===== config.mk =====
export PLATFORM = sky130hd
export DESIGN_NAME = exc_arbiter_flat
export DESIGN_NICKNAME = d
export VERILOG_FILES = /design/src/rtl/exc_arbiter_if.sv /design/src/rtl/exc_arbiter.sv /design/src/flat_wrapper.sv
export SDC_FILE = /design/constraint.sdc
export NUM_CORES = 1
export LEC_CHECK = 0
export CORE_AREA = 5 5 216 218
export DETAILED_ROUTE_END_ITERATION = 8
export DIE_AREA = 0 0 221 223
export GPL_TIMING_DRIVEN = 0
export PLACE_DENSITY = 0.54
export SLEW_MARGIN = 0
export SYNTH_ARGS = -nofsm -noshare
export SYNTH_HDL_FRONTEND = slang
export SYNTH_SLANG_ARGS = --single-unit
export TNS_END_PERCENT = 5

===== constraint.sdc =====
create_clock -name clk -period 12.75 [get_ports clk]
set_clock_uncertainty 0.2 [all_clocks]
set_input_delay 1.9125 -clock clk [delete_from_list [all_inputs] [get_ports clk]]
set_output_delay 1.9125 -clock clk [all_outputs]
set_load 0.02 [all_outputs]

===== src/rtl/exc_arbiter_if.sv =====
// exc_arbiter_if: exception record handshake between the arbiter and COP0.
interface exc_arbiter_if #(
    parameter int CODE_W = 5,
    parameter int CNT_W  = 16
);
    logic              exc_valid;
    logic              exc_ready;
    logic [CODE_W-1:0] exc_code;
    logic [31:0]       exc_epc;
    logic              exc_bd;
    logic [31:0]       exc_badva;
    logic              exc_wr_badva;
    logic [CNT_W-1:0]  exc_count;

    modport master (
        output exc_valid, exc_code, exc_epc, exc_bd, exc_badva, exc_wr_badva, exc_count,
        input  exc_ready
    );

    modport slave (
        input  exc_valid, exc_code, exc_epc, exc_bd, exc_badva, exc_wr_badva, exc_count,
        output exc_ready
    );
endinterface


===== src/rtl/exc_arbiter.sv =====
// exc_arbiter: picks the highest-priority live exception, flushes the pipeline,
// computes the vector PC and hands the captured record to COP0.
module exc_arbiter #(
    parameter int NUM_SRC   = 17,
    parameter int NUM_STAGE = 3,
    parameter int STG_W     = 2,
    parameter int CODE_W    = 5,
    parameter int INT_SRC   = 16,
    parameter int CNT_W     = 16
) (
    input  logic                        clk,
    input  logic                        rst,
    input  logic [NUM_SRC-1:0]          src_req,
    input  logic [NUM_SRC*CODE_W-1:0]   src_code,
    input  logic [NUM_SRC*STG_W-1:0]    src_stage,
    input  logic [NUM_SRC-1:0]          src_badva,
    input  logic [NUM_SRC-1:0]          src_tlbref,
    input  logic [NUM_STAGE*32-1:0]     stage_pc,
    input  logic [NUM_STAGE-1:0]        stage_bd,
    input  logic [NUM_STAGE*32-1:0]     stage_vaddr,
    input  logic [NUM_STAGE-1:0]        stage_kill,
    input  logic                        eret,
    input  logic                        status_exl,
    input  logic                        status_erl,
    input  logic                        status_bev,
    input  logic                        cause_iv,
    input  logic [31:0]                 epc_in,
    input  logic [31:0]                 errorepc_in,
    output logic [NUM_STAGE-1:0]        flush,
    output logic [31:0]                 exc_pc,
    output logic                        use_exc_pc,
    output logic                        hold,
    exc_arbiter_if.master               cop
);
    localparam int SEL_W = $clog2(NUM_SRC);
    localparam int NPAD  = 2**STG_W;

    typedef enum logic {IDLE, HOLD} arbState;
    arbState state, stateNext;

    logic [STG_W-1:0]  srcStage [NUM_SRC];
    logic [CODE_W-1:0] srcCode  [NUM_SRC];
    logic [31:0]       pcArr    [NPAD+1];
    logic [31:0]       vaArr    [NPAD];
    logic [NPAD-1:0]   bdArr;
    logic [NPAD-1:0]   killArr;
    logic [NUM_SRC-1:0] live;
    logic [SEL_W-1:0]  sel;
    logic              taken;
    logic              eretLive;
    logic [STG_W-1:0]  selStage;
    logic [STG_W:0]    selNext;
    logic [31:0]       vecBase;
    logic [31:0]       vecOff;
    logic [31:0]       epcSel;

    genvar g;
    // Stage tags may address unused encodings; those read as zero / not killed.
    for (g = 0; g <= NPAD; g++) begin : gPc
        if (g < NUM_STAGE) begin : gUsed
            assign pcArr[g] = stage_pc[g*32 +: 32];
        end else begin : gUnused
            assign pcArr[g] = '0;
        end
    end

    for (g = 0; g < NPAD; g++) begin : gStage
        if (g < NUM_STAGE) begin : gUsed
            assign vaArr[g]   = stage_vaddr[g*32 +: 32];
            assign bdArr[g]   = stage_bd[g];
            assign killArr[g] = stage_kill[g];
        end else begin : gUnused
            assign vaArr[g]   = '0;
            assign bdArr[g]   = 1'b0;
            assign killArr[g] = 1'b0;
        end
    end

    for (g = 0; g < NUM_SRC; g++) begin : gSrc
        assign srcStage[g] = src_stage[g*STG_W +: STG_W];
        assign srcCode[g]  = src_code[g*CODE_W +: CODE_W];
        assign live[g]     = src_req[g] & ~killArr[srcStage[g]] & ~hold &
                             ((g == INT_SRC) ? ~(status_exl | status_erl) : 1'b1);
    end

    always_comb begin
        sel = '0;
        for (int i = NUM_SRC - 1; i >= 0; i--)
            if (live[i]) sel = SEL_W'(i);
    end

    assign taken    = |live;
    assign selStage = srcStage[sel];
    assign selNext  = {1'b0, selStage} + (STG_W+1)'(1);
    assign eretLive = eret & ~hold & ~taken;

    for (g = 0; g < NUM_STAGE; g++) begin : gFlush
        assign flush[g] = eretLive | (taken & (int'(selStage) >= g));
    end

    assign vecBase    = status_bev ? 32'hBFC0_0200 : 32'h8000_0000;
    assign vecOff     = (src_tlbref[sel] & ~status_exl) ? 32'h0 :
                        ((int'(sel) == INT_SRC) && cause_iv) ? 32'h200 : 32'h180;
    assign exc_pc     = eretLive ? (status_erl ? errorepc_in : epc_in) : vecBase + vecOff;
    assign use_exc_pc = taken | eretLive;

    // A delay-slot fault reports the branch; the oldest stage has no older neighbour.
    assign epcSel = ~bdArr[selStage] ? pcArr[selStage] :
                    (int'(selStage) == NUM_STAGE - 1) ? pcArr[selStage] - 32'd4 :
                    pcArr[selNext];

    always_comb begin
        stateNext = (state == IDLE) ? (taken ? HOLD : IDLE) : (cop.exc_ready ? IDLE : HOLD);
    end

    assign hold          = (state == HOLD);
    assign cop.exc_valid = hold;

    always_ff @(posedge clk) begin
        if (!rst) begin
            state            <= IDLE;
            cop.exc_code     <= '0;
            cop.exc_epc      <= '0;
            cop.exc_bd       <= 1'b0;
            cop.exc_badva    <= '0;
            cop.exc_wr_badva <= 1'b0;
            cop.exc_count    <= '0;
        end else begin
            state <= stateNext;
            if (state == IDLE && taken) begin
                cop.exc_code     <= srcCode[sel];
                cop.exc_epc      <= epcSel;
                cop.exc_bd       <= bdArr[selStage];
                cop.exc_badva    <= vaArr[selStage];
                cop.exc_wr_badva <= src_badva[sel];
                cop.exc_count    <= (&cop.exc_count) ? cop.exc_count : cop.exc_count + CNT_W'(1);
            end
        end
    end
endmodule


===== src/flat_wrapper.sv =====
// flat-port wrapper written by rule: the top's interface ports become plain ports
module exc_arbiter_flat 
#(
    parameter int NUM_SRC   = 17,
    parameter int NUM_STAGE = 3,
    parameter int STG_W     = 2,
    parameter int CODE_W    = 5,
    parameter int INT_SRC   = 16,
    parameter int CNT_W     = 16
)
  (clk, rst, src_req, src_code, src_stage, src_badva, src_tlbref, stage_pc, stage_bd, stage_vaddr, stage_kill, eret, status_exl, status_erl, status_bev, cause_iv, epc_in, errorepc_in, flush, exc_pc, use_exc_pc, hold, cop_exc_valid, cop_exc_code, cop_exc_epc, cop_exc_bd, cop_exc_badva, cop_exc_wr_badva, cop_exc_count, cop_exc_ready);
  exc_arbiter_if #(.CODE_W(CODE_W), .CNT_W(CNT_W)) cop_i ();
  input  logic clk;
  input  logic rst;
  input  logic [NUM_SRC-1:0] src_req;
  input  logic [NUM_SRC*CODE_W-1:0] src_code;
  input  logic [NUM_SRC*STG_W-1:0] src_stage;
  input  logic [NUM_SRC-1:0] src_badva;
  input  logic [NUM_SRC-1:0] src_tlbref;
  input  logic [NUM_STAGE*32-1:0] stage_pc;
  input  logic [NUM_STAGE-1:0] stage_bd;
  input  logic [NUM_STAGE*32-1:0] stage_vaddr;
  input  logic [NUM_STAGE-1:0] stage_kill;
  input  logic eret;
  input  logic status_exl;
  input  logic status_erl;
  input  logic status_bev;
  input  logic cause_iv;
  input  logic [31:0] epc_in;
  input  logic [31:0] errorepc_in;
  output logic [NUM_STAGE-1:0] flush;
  output logic [31:0] exc_pc;
  output logic use_exc_pc;
  output logic hold;
  output wire logic [$bits(cop_i.exc_valid)-1:0] cop_exc_valid;
  output wire logic [$bits(cop_i.exc_code)-1:0] cop_exc_code;
  output wire logic [$bits(cop_i.exc_epc)-1:0] cop_exc_epc;
  output wire logic [$bits(cop_i.exc_bd)-1:0] cop_exc_bd;
  output wire logic [$bits(cop_i.exc_badva)-1:0] cop_exc_badva;
  output wire logic [$bits(cop_i.exc_wr_badva)-1:0] cop_exc_wr_badva;
  output wire logic [$bits(cop_i.exc_count)-1:0] cop_exc_count;
  input wire logic [$bits(cop_i.exc_ready)-1:0] cop_exc_ready;
  assign cop_exc_valid = cop_i.exc_valid;
  assign cop_exc_code = cop_i.exc_code;
  assign cop_exc_epc = cop_i.exc_epc;
  assign cop_exc_bd = cop_i.exc_bd;
  assign cop_exc_badva = cop_i.exc_badva;
  assign cop_exc_wr_badva = cop_i.exc_wr_badva;
  assign cop_exc_count = cop_i.exc_count;
  assign cop_i.exc_ready = cop_exc_ready;
  exc_arbiter #(.NUM_SRC(NUM_SRC), .NUM_STAGE(NUM_STAGE), .STG_W(STG_W), .CODE_W(CODE_W), .INT_SRC(INT_SRC), .CNT_W(CNT_W)) u_core (.clk(clk), .rst(rst), .src_req(src_req), .src_code(src_code), .src_stage(src_stage), .src_badva(src_badva), .src_tlbref(src_tlbref), .stage_pc(stage_pc), .stage_bd(stage_bd), .stage_vaddr(stage_vaddr), .stage_kill(stage_kill), .eret(eret), .status_exl(status_exl), .status_erl(status_erl), .status_bev(status_bev), .cause_iv(cause_iv), .epc_in(epc_in), .errorepc_in(errorepc_in), .flush(flush), .exc_pc(exc_pc), .use_exc_pc(use_exc_pc), .hold(hold), .cop(cop_i));
endmodule

# Word level (Yosys, flattened, before mapping)
# Cells that the tools add are included.
dict set report totals {
  reg_bits 88
  out_inout_bits 125
  elab_cells 194
}
dict set report classes {
  add_sub_neg 4
  magnitude_cmp 25
  n_eq_ne 2
  muxes 82
  bitwise 69
  n_reduce_logical 5
}
# operator n
set op_table {}
lappend op_table {{32-bit two-way mux} 11}
lappend op_table {{32-bit binary-select mux with 3-bit select} 2}
lappend op_table {{5-bit two-way mux} 19}
lappend op_table {{32-bit binary-select mux with 2-bit select} 1}
lappend op_table {{2-bit by 3-bit < comparator with 1-bit output (second input constant)} 18}
lappend op_table {{1-bit bitwise AND} 40}
lappend op_table {{1-bit binary-select mux with 2-bit select} 18}
lappend op_table {{32-bit adder} 1}
lappend op_table {{32-bit by 3-bit subtractor with 32-bit output (second input constant)} 1}
lappend op_table {{30-bit two-way mux} 1}
lappend op_table {{5-bit binary-select mux with 5-bit select} 1}
lappend op_table {{1-bit two-way mux} 23}
lappend op_table {{1-bit inverter} 22}
lappend op_table {{17-bit OR reduction} 1}
lappend op_table {{16-bit by 1-bit adder with 16-bit output (second input constant)} 1}
lappend op_table {{16-bit AND reduction} 1}
lappend op_table {{1-bit binary-select mux with 5-bit select} 2}
lappend op_table {{2-bit binary-select mux with 5-bit select} 1}
lappend op_table {{10-bit two-way mux} 1}
lappend op_table {{6-bit >= comparator (second input constant)} 1}
lappend op_table {{5-bit by 6-bit < comparator with 1-bit output (second input constant)} 1}
lappend op_table {{5-bit inverter with 6-bit output} 1}
lappend op_table {{5-bit == test (second input constant)} 1}
lappend op_table {{3-bit by 4-bit >= comparator with 1-bit output (second input constant)} 1}
lappend op_table {{other kinds (12)} 17}

# Logic depth before layout (Yosys ltp)
dict set report logic_depth {
  word_depth 34
  mapped_depth 28
}

# Least setup slack after synthesis
# No wires, ideal clock.
dict set report synth_timing {
  path_type {input port to flip-flop}
  start {in stage_kill[1]}
  end {reg u_core.cop.exc_epc[30]}
  setup_time_ps 74
  arrival_time_ps 7648
  setup_slack_ps 4828
  path_stages 28
  path_buffers 10
  path_cell_list {buf_4 > buf_6 > mux2i_1 > o221ai_2 > and3_1 > a221oi_1 > o31a_1 > clkbuf_1 > a21oi_1 > a22oi_1 > nand4_1 > o21a_1 > buf_2 > inv_2 > buf_1 > buf_2 > buf_1 > clkbuf_1 > buf_1 > nor2_1 > a21oi_1 > ha_1 > o2111ai_2 > or4_1 > buf_2 > or2_4 > or4_1 > a31oi_1}
}
dict set report synth_between {
  elab_chain_cells 34
}
# element line_no
set synth_rtl {}
lappend synth_rtl {{start: declaration} flat_wrapper.sv:23} ;# input logic [NUM_STAGE-1:0] stage_kill;
lappend synth_rtl {{1-bit binary-select mux with 2-bit select} exc_arbiter.sv:82} ;# assign live[g] = src_req[g] & ~killArr[srcStage[g]] & ~hold &
lappend synth_rtl {{1-bit two-way mux (implied by the code)} exc_arbiter.sv:82}
lappend synth_rtl {{1-bit inverter} exc_arbiter.sv:82}
lappend synth_rtl {{1-bit bitwise AND (3 in a row)} exc_arbiter.sv:82}
lappend synth_rtl {{5-bit two-way mux (17 in a row)} exc_arbiter.sv:89} ;# if (live[i]) sel = SEL_W'(i);
lappend synth_rtl {{5-bit inverter with 6-bit output (implied by the code)} exc_arbiter.sv:93} ;# assign selStage = srcStage[sel];
lappend synth_rtl {{2-bit binary-select mux with 5-bit select} exc_arbiter.sv:93}
lappend synth_rtl {{2-bit two-way mux (implied by the code) (2 in a row)} exc_arbiter.sv:93}
lappend synth_rtl {{2-bit inverter with 3-bit output (implied by the code) or 2-bit by 1-bit adder with 3-bit output (tied branches)} {exc_arbiter.sv:108, exc_arbiter.sv:109, exc_arbiter.sv:94}}
lappend synth_rtl {{32-bit binary-select mux with 3-bit select or 3-bit inverter with 4-bit output (tied branches)} {exc_arbiter.sv:108, exc_arbiter.sv:109, exc_arbiter.sv:110}}
lappend synth_rtl {{32-bit two-way mux (implied by the code) or 32-bit binary-select mux with 3-bit select (tied branches)} {exc_arbiter.sv:108, exc_arbiter.sv:109, exc_arbiter.sv:110}}
lappend synth_rtl {{32-bit two-way mux (on tied branches)} {exc_arbiter.sv:108, exc_arbiter.sv:109, exc_arbiter.sv:110}}
lappend synth_rtl {{32-bit by 3-bit subtractor with 32-bit output or 32-bit two-way mux (tied branches)} {exc_arbiter.sv:109, exc_arbiter.sv:110}}
lappend synth_rtl {{32-bit two-way mux} exc_arbiter.sv:109} ;# (int'(selStage) == NUM_STAGE - 1) ? pcArr[selStage] - 32'd4 :
lappend synth_rtl {{32-bit two-way mux} exc_arbiter.sv:108} ;# assign epcSel = ~bdArr[selStage] ? pcArr[selStage] :
lappend synth_rtl {{end signal: assignment} exc_arbiter.sv:132} ;# cop.exc_epc <= epcSel;
lappend synth_rtl {{end: declaration} exc_arbiter_if.sv:16} ;# output exc_valid, exc_code, exc_epc, exc_bd, exc_badva, exc_wr_badva, exc_count,
# Parallel ways exist; a longest one is shown, timed or not. The select of a mux whose other input is x is not followed.
# A chain may end at the register's enable or synchronous reset.

# Worst setup path after layout
dict set report layout_timing {
  start {in src_stage[14]}
  end {out flush[1]}
}
dict set report layout_between {
  elab_chain_cells 20
}
# element line_no
set layout_rtl {}
lappend layout_rtl {{start: declaration} flat_wrapper.sv:17} ;# input logic [NUM_SRC*STG_W-1:0] src_stage;
lappend layout_rtl {{1-bit binary-select mux with 2-bit select} exc_arbiter.sv:82}
lappend layout_rtl {{1-bit two-way mux (implied by the code)} exc_arbiter.sv:82}
lappend layout_rtl {{1-bit inverter} exc_arbiter.sv:82}
lappend layout_rtl {{1-bit bitwise AND (2 in a row)} exc_arbiter.sv:82}
lappend layout_rtl {{5-bit two-way mux (8 in a row)} exc_arbiter.sv:89}
lappend layout_rtl {{5-bit inverter with 6-bit output (implied by the code)} exc_arbiter.sv:93}
lappend layout_rtl {{2-bit binary-select mux with 5-bit select} exc_arbiter.sv:93}
lappend layout_rtl {{2-bit two-way mux (implied by the code) (2 in a row)} exc_arbiter.sv:93}
lappend layout_rtl {{2-bit by 1-bit >= comparator with 1-bit output} exc_arbiter.sv:98} ;# assign flush[g] = eretLive | (taken & (int'(selStage) >= g));
lappend layout_rtl {{1-bit bitwise AND} exc_arbiter.sv:98}
lappend layout_rtl {{1-bit OR (*)} exc_arbiter.sv:98}
lappend layout_rtl {{end: declaration} flat_wrapper.sv:31} ;# output logic [NUM_STAGE-1:0] flush;
# Mark *: on every way between the ends. The rest lies on a longest branch, timed or not. The select of a mux whose other input is x is not followed.

==> summary.md <==
| Metric | Value |
|---|---|
| DR vias | `13,700` |
| Clock Latency Late Sink | `0.38 ns` |
| TNS Setup | `0 ns` |
| Clock Path Buffers | `2` |
| Synth Area in Compound Gates | `0.296` |
| Post-Syn Nets | `1,792` |
| Initial antenna violation count | `11` |
| Top_reg_cell synth | `dfxtp_1` |
| Max Cap Viol | `0` |
| Area growth syn-to-layout | `69.2%` |
| Nature of the critical path endpoint | `output pin` |
| First-iteration detailed-routing DRC count | `between 1,000 and 1,500` |
| TritonCTS clock tree | `built` |
| Critical path launch point type | `input port` |
| Worst Tran Pin Value | `roughly 1.1 ns` |
| # hold bufs at CTS | `0` |
| GRT overflow | `0` |
| Fin crit share | `0.858` |
| Async set-reset flop share out of synthesis | `0` |
| Final Cell Area | `0.0163 mm2` |
| Die ar. | `0.0493 mm2` |
| Largest net degree at the start of global routing | `16` |
| Mux cell area share after synthesis | `0.208` |
| Crit path DAT | `8.83 ns` |
| Hold Vio Cnt, Final | `0` |
| Die Y | `223 um` |
| Remaining DRCs | `0` |
| Int Power | `1110 uW` |
| Die W | `221 um` |
| Sw Ratio | `0.510` |
| Slowest cell on the critical path | `clkbuf_1` |
| Synth area leaders | `dfxtp_1 18%, mux2i_1 17%, nand2_1 7.4%` |
| Vias in the first global route | `13,300` |
| Bufs and invs on worst path | `7` |
| Final GP Congestion | `0.955` |
| CP delay by family, top | `buffers and inverters` |
| Most used cell, CP | `clkbuf_1` |
| Pwr dens | `139 mW/mm2` |
| Clk sink count | `88` |
| Slew Limit Fails | `0` |
| Rows | `between 70 and 80` |
| Sequential cell area fraction in the yosys report | `0.183` |
| H-tree levels | `3` |
| DR WL/cell | `approximately 25 um` |
| Xor and xnor area share after synthesis | `0.0136` |
| CP Max Fanout | `10` |
| Starting Density | `0.216` |
| Outcome | `finished, final reports clean` |
| Fmax achieved | `a little over 90 MHz` |
| Type of the worst setup path | `input port to output pin` |
| Post-Syn Area | `a little under 0.01 mm2` |
| First-pass GRT wire length | `89,700 um` |
| Most frequent cells in the layout | `559 x clkdlybuf4s50_1, 190 x nand2_1, 159 x mux2i_1, 136 x nor2_1, 129 x a21oi_1` |
| CTS resizes | `0` |
| Simple-gate share of the synthesized area | `0.235` |
| Crit-path cells | `clkdlybuf4s50_1 > mux2i_1 > o221ai_1 > and3_1 > a221oi_1 > o31a_1 > clkbuf_1 > a31o_2 > nor4_4 > a21oi_2 > clkbuf_1 > buf_1 > clkbuf_1 > clkbuf_1 > a31oi_1 > clkdlybuf4s50_1` |
| DP HPWL | `50,800 um` |
| Ports | `565` |
| Combinational power share | `0.700` |
| Clock share of power | `0.129` |
| Buffers on Ports | `~560` |
| DR vias/cell | `5.40` |
| Hold Path Class | `flop to flop` |
| Commonest non-fill, non-tap cell in the layout | `clkdlybuf4s50_1` |
| Final worst path period need | `roughly 11 ns` |
| Number of synthesized flops with an enable pin | `0` |
| Cells after Synth | `1,348` |
| Synth area leader | `dfxtp_1` |
| Distinct cell type count after synthesis | `83` |
| Final setup vio count | `0` |
| Layout net count | `2,362` |
| Post-CTS Repair Setup Buffers | `0` |
| Core area | `about 0.045 mm2` |
| DR pass1 iterations | `5` |
| Maximum VDD drop | `about 0.12 mV` |
| Switching pwr | `~1200 uW` |
| Synth top area share | `0.183` |
| Synth Area in Adders | `0.00519` |
| Slowest stage delay, CP | `about 0.9 ns` |
| Post-route ant nets | `0` |
| RSZ-0062 raised after global routing | `false` |
| Slew margin rel. | `0.241` |
| Share of cells above drive strength 1 | `0.0510` |
| Total track usage | `0.238` |
| Share of total power in sequential cells | `0.171` |
| Synth Register Bits | `88` |
| Largest family of logic cells by synthesized area | `compound AO/OA/AOI/OAI gates` |
| P_leak | `~0.0061 uW` |
| Yosys warning count | `0` |
| Crit path required time | `10.64 ns` |
| Clock-pin slew on the worst setup and hold paths | `~0.070 ns` |
| Clock Tree Root | `clkbuf_16` |
| Post-Route WL | `63,100 um` |
| Total clock buffers created by CTS | `9` |
| Placed instance area | `around 0.016 mm2` |
| Mean Syn Cell Area | `between 7 and 8 um2` |
worst min-delay path, delay by kind of cell (launching register included):
family / cells / cell delay (ns)
and+or+nand+nor: 1 / 0.05
DFF: 1 / 0.31
AOI/OAI and AO/OA: 1 / 0.05
through the flow:
step                      std cells  worst slack [ns]  hold WS [ns]  power [uW]  utilization
after detailed placement       2507              1.76         0.251        1930        0.358
after floorplan                1348              4.83         0.330        1230            -
after global placement         2507              1.78         0.241        1930        0.358
after CTS                      2523              1.97         0.266        2240        0.364
final                          2531              1.81         0.262        2260        0.365
after global routing           2530              1.61         0.280        2370        0.365
Yosys cell counts, drive strengths merged, types with 4 or more instances:
cell     instances
o2bb2ai          4
a31oi           35
nand2          190
and2             6
nor2b           14
a41oi            5
inv             12
nand4           13
o221ai          20
a311oi           6
mux2i          159
a2111oi          6
xor2            10
o221a           11
mux4             7
a22oi            7
buf             32
or2              6
ha               4
nand3           32
o21ai           61
mux2            23
nor3            54
nor2           136
nand2b           7
a21o             5
a221oi           9
a211oi          56
dfxtp           88
xnor2            5
o32a             5
o211ai          12
and3             5
a21oi          130
clkbuf          91
nor3b            6
o22ai            7
or4              5
o21a             4
nor4            16
power by group through the flow:
stage / registers [uW] / logic [uW] / clock network (uW)
2_1_floorplan: 465 / 770 / 0
3_3_place_gp: 389 / 1540 / 0
3_5_place_dp: 390 / 1540 / 0
4_1_cts: 386 / 1550 / 300
5_1_grt: 394 / 1660 / 308
6_report: 387 / 1580 / 291
registers in the layout (all words and copies together) (netlist names):
signal / count
u_core.cop.exc_badva: 32
u_core.cop.exc_bd: 1
u_core.cop.exc_code: 5
u_core.cop.exc_count: 16
u_core.cop.exc_epc: 32
u_core.cop.exc_valid: 1
u_core.cop.exc_wr_badva: 1
cells by family after synthesis:
group / count (synthesis)
AND/OR/NAND/NOR: 500
AO/OA/AOI/OAI: 417
multiplexers: 189
buffers and inverters: 135
flip-flops: 88
XOR/XNOR: 15
adder cells (fa/ha/maj): 4
routing by layer:
layer | global-route usage | part of all wire
met5 | 0 | 0.00065
met4 | 0.0762 | 0.032
met3 | 0.0555 | 0.080
met2 | 0.391 | 0.46
met1 | 0.310 | 0.42
final timing paths:
path	start	end	slack [ns]	cells after the start
min	u_core.cop.exc_epc[5]	u_core.cop.exc_epc[5]	0.26	2
max reg2reg	u_core.cop.exc_valid	u_core.cop.exc_epc[30]	3.24	24
max	src_stage[14]	flush[1]	1.81	16
min reg2reg	u_core.cop.exc_epc[5]	u_core.cop.exc_epc[5]	0.26	2
final cells by class:
class	instances	area, um2
Multi-Input combinational cell	1125	7310
Sequential cell	88	1760
Clock inverter	6	67.6
Tap cell	600	751
Fill cell	4821	28400
Buffer	123	529
Timing Repair Buffer	559	5600
Antenna cell	8	20.0
Clock buffer	10	229
Inverter	12	45.0
(Power assumes the default switching activity.)
